[config.mk]
export PLATFORM = sky130hd
export DESIGN_NAME = car_detector
export DESIGN_NICKNAME = d
export VERILOG_FILES = /design/src/rtl/trafficlight_pkg.sv /design/src/rtl/sync_2ff.sv /design/src/rtl/car_detector.sv
export SDC_FILE = /design/constraint.sdc
export NUM_CORES = 1
export LEC_CHECK = 0
export BUFFER_PORTS_ARGS = -buffer_cell sky130_fd_sc_hd__buf_4
export CORE_MARGIN = 2
export CORE_UTILIZATION = 54
export DETAILED_ROUTE_END_ITERATION = 12
export PLACE_DENSITY = 0.84
export SKIP_CTS_REPAIR_TIMING = 1
export SLEW_MARGIN = 20
export SYNTH_ARGS = -nofsm -noshare
export SYNTH_HDL_FRONTEND = slang
export SYNTH_HIERARCHICAL = 1
export SYNTH_SLANG_ARGS = --single-unit
[constraint.sdc]
create_clock -name clk -period 3.07 [get_ports clk]
set_input_delay 0.307 -clock clk [delete_from_list [all_inputs] [get_ports clk]]
set_output_delay 0.307 -clock clk [all_outputs]
set_load 0.03 [all_outputs]
[src/rtl/trafficlight_pkg.sv]
// trafficlight_pkg: shared types and light-index constants for the traffic light and its car detector
package trafficlight_pkg;

    typedef enum logic [1:0] {
        IDLE,
        QUALIFY,
        PRESENT,
        CLEAR
    } det_state_t;

    localparam int LIGHT_CR_G = 5;
    localparam int LIGHT_CR_Y = 4;
    localparam int LIGHT_CR_R = 3;

endpackage

[src/rtl/sync_2ff.sv]
// sync_2ff: two-flop synchroniser for a single asynchronous input
//   clk   in  system clock
//   rst_n in  asynchronous reset, active low (both flops clear to 0)
//   d     in  asynchronous input
//   q     out synchronised copy of d, two edges of latency
module sync_2ff (
    input  logic clk,
    input  logic rst_n,
    input  logic d,
    output logic q
);

    logic meta;

    always_ff @(posedge clk or negedge rst_n) begin
        if (!rst_n) begin
            meta <= 1'b0;
            q    <= 1'b0;
        end else begin
            meta <= d;
            q    <= meta;
        end
    end

endmodule

[src/rtl/car_detector.sv]
// car_detector: synchronises and debounces the country-road loop sensor and keeps a saturating queue count drained on green
//   clk        in  system clock
//   rst_n      in  asynchronous reset, active low
//   sensor_raw in  raw loop sensor, asynchronous, may bounce
//   cr_green   in  country-road green (trafficlight light[LIGHT_CR_G])
//   car        out vehicle waiting, equals car_count != 0
//   car_count  out vehicles queued, saturating
//   arrival    out one-cycle pulse per accepted arrival
//   overflow   out sticky flag, an arrival was dropped at saturation
module car_detector
    import trafficlight_pkg::*;
#(
    parameter int DEBOUNCE_CYC = 4,
    parameter int CNT_W        = 4,
    parameter int PASS_CYC     = 8
) (
    input  logic             clk,
    input  logic             rst_n,
    input  logic             sensor_raw,
    input  logic             cr_green,
    output logic             car,
    output logic [CNT_W-1:0] car_count,
    output logic             arrival,
    output logic             overflow
);

    localparam int DW = $clog2(DEBOUNCE_CYC + 1);
    localparam int PW = $clog2(PASS_CYC + 1);
    localparam logic [DW-1:0]    DEB_LAST  = DW'(DEBOUNCE_CYC - 1);
    localparam logic [PW-1:0]    PASS_LAST = PW'(PASS_CYC - 1);
    localparam logic [CNT_W-1:0] CNT_MAX   = '1;

    logic             s_sync;
    det_state_t       state, state_nxt;
    logic [DW-1:0]    deb_cnt, deb_nxt;
    logic             arr_evt;
    logic [PW-1:0]    pass_cnt;
    logic             busy, dec, sat;
    logic [CNT_W-1:0] cnt_nxt;

    sync_2ff u_sync (
        .clk  (clk),
        .rst_n(rst_n),
        .d    (sensor_raw),
        .q    (s_sync)
    );

    // Debounce: DEBOUNCE_CYC consecutive matching samples accept a transition;
    // the terminal-count test uses DEB_LAST because the current edge is the last one.
    always_comb begin
        state_nxt = state;
        deb_nxt   = deb_cnt;
        arr_evt   = 1'b0;
        case (state)
            IDLE: begin
                if (s_sync) begin
                    state_nxt = QUALIFY;
                    deb_nxt   = DW'(1);
                end
            end
            QUALIFY: begin
                if (!s_sync) begin
                    state_nxt = IDLE;
                    deb_nxt   = '0;
                end else if (deb_cnt == DEB_LAST) begin
                    state_nxt = PRESENT;
                    deb_nxt   = '0;
                    arr_evt   = 1'b1;
                end else begin
                    deb_nxt = deb_cnt + DW'(1);
                end
            end
            PRESENT: begin
                if (!s_sync) begin
                    state_nxt = CLEAR;
                    deb_nxt   = DW'(1);
                end
            end
            CLEAR: begin
                if (s_sync) begin
                    state_nxt = PRESENT;
                    deb_nxt   = '0;
                end else if (deb_cnt == DEB_LAST) begin
                    state_nxt = IDLE;
                    deb_nxt   = '0;
                end else begin
                    deb_nxt = deb_cnt + DW'(1);
                end
            end
            default: begin
                state_nxt = IDLE;
                deb_nxt   = '0;
            end
        endcase
    end

    // Arrival and service on the same edge cancel; an arrival at saturation is dropped and flagged.
    always_comb begin
        busy    = car_count != '0;
        dec     = cr_green && busy && pass_cnt == PASS_LAST;
        sat     = car_count == CNT_MAX;
        cnt_nxt = (arr_evt && !dec && !sat) ? car_count + CNT_W'(1) :
                  (dec && !arr_evt)         ? car_count - CNT_W'(1) : car_count;
    end

    always_ff @(posedge clk or negedge rst_n) begin
        if (!rst_n) begin
            state     <= IDLE;
            deb_cnt   <= '0;
            pass_cnt  <= '0;
            car_count <= '0;
            car       <= 1'b0;
            arrival   <= 1'b0;
            overflow  <= 1'b0;
        end else begin
            state     <= state_nxt;
            deb_cnt   <= deb_nxt;
            pass_cnt  <= (!cr_green || !busy || dec) ? '0 : pass_cnt + PW'(1);
            car_count <= cnt_nxt;
            car       <= cnt_nxt != '0;
            arrival   <= arr_evt;
            overflow  <= overflow | (arr_evt & !dec & sat);
        end
    end

endmodule

==> flow_metrics.py <==
metrics = {
    "yosys": {
        "synth_nets": 83,
        "ys_seq_area_frac": 0.539,
        "yosysWarningCount": 6,
        "synth_seq_cells": 18,
        "synth_top_area_frac": 0.539,
        "netlist_area_um2": 836,
        "synth_cells": 75,
        "postSynthAreaPerCell_um2": 11.1,
        "yosysUniqueCellTypes": 29,
        "synth_area_leaders": "dfrtp_1 (54%), ha_1 (6.0%), inv_1 (3.1%), nor2_1 (3.1%), xnor2_1 (3.1%)",
        "yosysTopAreaCell": "dfrtp_1",
    },
    "place": {
        "port_buffers": 10,
        "hpwl_um": 985,
        "place_area_um2": 920,
        "place.gp.congestion": 0.906,
        "place_ws_ns": 0.799,
    },
    "finish": {
        "layout_commonest_cell": "dfrtp_1",
        "layout_common_cells": "dfrtp_1 (18), buf_4 (10), inv_1 (7), nor2_1 (7), a21oi_1 (5)",
        "syn_to_final_growth_pct": 15.6,
        "postLayoutCoreUtil": 0.656,
        "nets": 98,
        "n_fill_cell": 122,
        "ff_latch_area_um2": 450,
        "diodes": 0,
        "layout-drive-gt1-share": 0.202,
        "post-route-cell-area_um2": 966,
        "multiInputGateArea_um2": 348,
    },
    "detailed_routing": {
        "via_count": 578,
        "final_antenna_net_count": 0,
        "wl_per_cell_um": 12.7,
        "met3WireLength_um": 58,
        "drc_errors": 0,
        "highest_layer": "met4",
        "drtIter0Drc": 5,
        "viasPerCell": 5.50,
        "met2WireLength_um": 607,
        "dr.pass1.iters": 4,
        "drt-total-wl_um": 1340,
        "met1_length_um": 629,
    },
    "cts": {
        "clkTransAtPathRegs_ns": 0.11,
        "cts_root_buffer": "clkbuf_4",
        "cts_tree": "built",
        "clock_latency_ns": 0.30,
        "clockBufferDepth": 2,
        "h-tree-depth": 1,
        "cts_buffers": 3,
        "cts.sinks": 18,
    },
    "worst_hold_path": {
        "hold_depth": 1,
        "hp-start": "sensor_raw",
        "holdPathEnd": "u_sync/meta",
        "hold_path_class": "in -> reg",
    },
    "critical_path": {
        "rr_startpoint": "car_count[0]",
        "max_stage_delay_ns": 0.52,
        "end_kind": "flop",
        "ff2ff_path_depth": 7,
        "slowest_stage": "or4_1",
        "critPathMaxFanout": 6,
        "critPathKind": "reg -> reg",
        "cp.required_ns": 3.26,
        "crit_arrival_ns": 2.49,
        "regToRegEndpoint": "car",
        "cp_cell_sequence": "inv_1 -> ha_1 -> a211o_1 -> and2_4 -> a221oi_1 -> a21oi_1 -> or4_1",
        "crit_start": "car_count[0]",
        "cp-start-kind": "flop",
        "r2r_slack_ns": 0.77,
    },
    "timing": {
        "max_freq_mhz": 435,
        "tightest_slew_ns": 0.445,
        "finalHoldViolCount": 0,
        "rsz0062_at_grt": "no",
        "finalCriticalPeriod_ns": 2.30,
        "fin_tns_setup_ns": 0,
        "period_share": 0.749,
        "holdWs_ns": 0.109,
        "setup_viol": 0,
        "worst_slack_ns": 0.770,
        "final-max-slew-violation-count": 0,
        "maxSlewHeadroom": 0.701,
        "skew_ns": 0.00910,
    },
    "die": {
        "fp.coreArea_um2": 1470,
        "die_x_um": 43.3,
        "die_area_um2": 1880,
        "start_util": 0.568,
        "rows": 14,
        "io_pins": 11,
        "die_h_um": 43.3,
    },
    "grt": {
        "grt_max_degree": 19,
        "grt_usage": 0.177,
        "grt_overflow": 0,
        "grt_pass1_vias": 564,
        "grt_pass1_wl_um": 2440,
        "antenna_found_initial": 0,
    },
    "power_and_ir_drop": {
        "irDropWorstVdd_uv": 535,
        "p_per_area_nw_per_um2": 839,
        "p_leak_nw": 0.485,
    },
    "flow_run": {
        "maxCapViolCount": 0,
    },
    "run_status": {
        "status": "complete, no violations",
    },
}
==> cells by family (layout without fill, tap and decap cells) <==
logic type | count (synthesis) | in the layout | share of synthesized area
compound gates | 15 | 15 | 0.129
fa+ha+maj | 4 | 4 | 0.0599
simple gates | 23 | 23 | 0.150
flops | 18 | 18 | 0.539
xor+xnor | 5 | 5 | 0.0524
mux | 2 | 2 | 0.0254
buf+inv | 8 | 22 | 0.0449
==> worst max path at each step <==
stage / endpoint / slack, ns / cells past startpoint
global placement: car / 0.85 / 7
CTS: car / 0.77 / 7
global route: car / 0.61 / 7
detailed placement: car / 0.80 / 7
finish: car / 0.77 / 7
floorplan: car / 0.67 / 8
==> final cells by class <==
class                      instances  share of cell area
clock buffer                       4              0.0376
inverter                           7              0.0272
multi-input combinational         49               0.360
sequential                        18               0.466
tap                               16              0.0207
timing repair buffer              11              0.0881
==> critical path: cells and delay by family (launching register included) <==
family | cells | cell delay (ns)
AND/OR/NAND/NOR | 2 | 0.72
AO/OA/AOI/OAI | 3 | 0.69
flip-flops | 1 | 0.47
adder cells (fa/ha/maj) | 1 | 0.24
buffers and inverters | 1 | 0.07
==> metal layers <==
metal	vias up	track usage
met3	5	0.0292
li1	292	-
met2	13	0.254
met4	0	0.109
met5	-	0
met1	268	0.253
==> Yosys cell counts, drive strengths merged <==
library cell,n
or3b,1
mux2,1
nor3,1
or4,1
mux2i,1
ha,4
a22oi,2
and3b,2
xnor2,3
xor2,2
o22ai,1
nor2b,1
a32o,1
inv,7
and2,1
o2bb2ai,1
a41o,1
o21ai,2
and3,1
nand3b,1
buf,1
a21oi,5
dfrtp,18
nand2,3
a211o,1
nand3,4
a221oi,1
nor2,7
==> per-stage QoR <==
step / total power [mW] / instances
detailed placement: 0.670 / 100
floorplan: 0.576 / 75
global route: 0.872 / 105
CTS: 0.817 / 104
finish: 0.811 / 105
global placement: 0.654 / 100
==> state kept, by name, summed over array words and instances, names as in the netlist, named ones only <==
register and flops:
deb_cnt 3, overflow 1, car_count 4, u_sync/meta 1, u_sync/q 1, pass_cnt 4
car 1, state 1, arrival 1
==> report_power, final <==
group | switching [mW] | internal (mW) | leakage, nW
clock network | 0.0752 | 0.0724 | 0.0210
registers | 0.0666 | 0.299 | 0.232
logic | 0.170 | 0.128 | 0.232
total | 0.311 | 0.499 | 0.485
(Power assumes the default switching activity.)
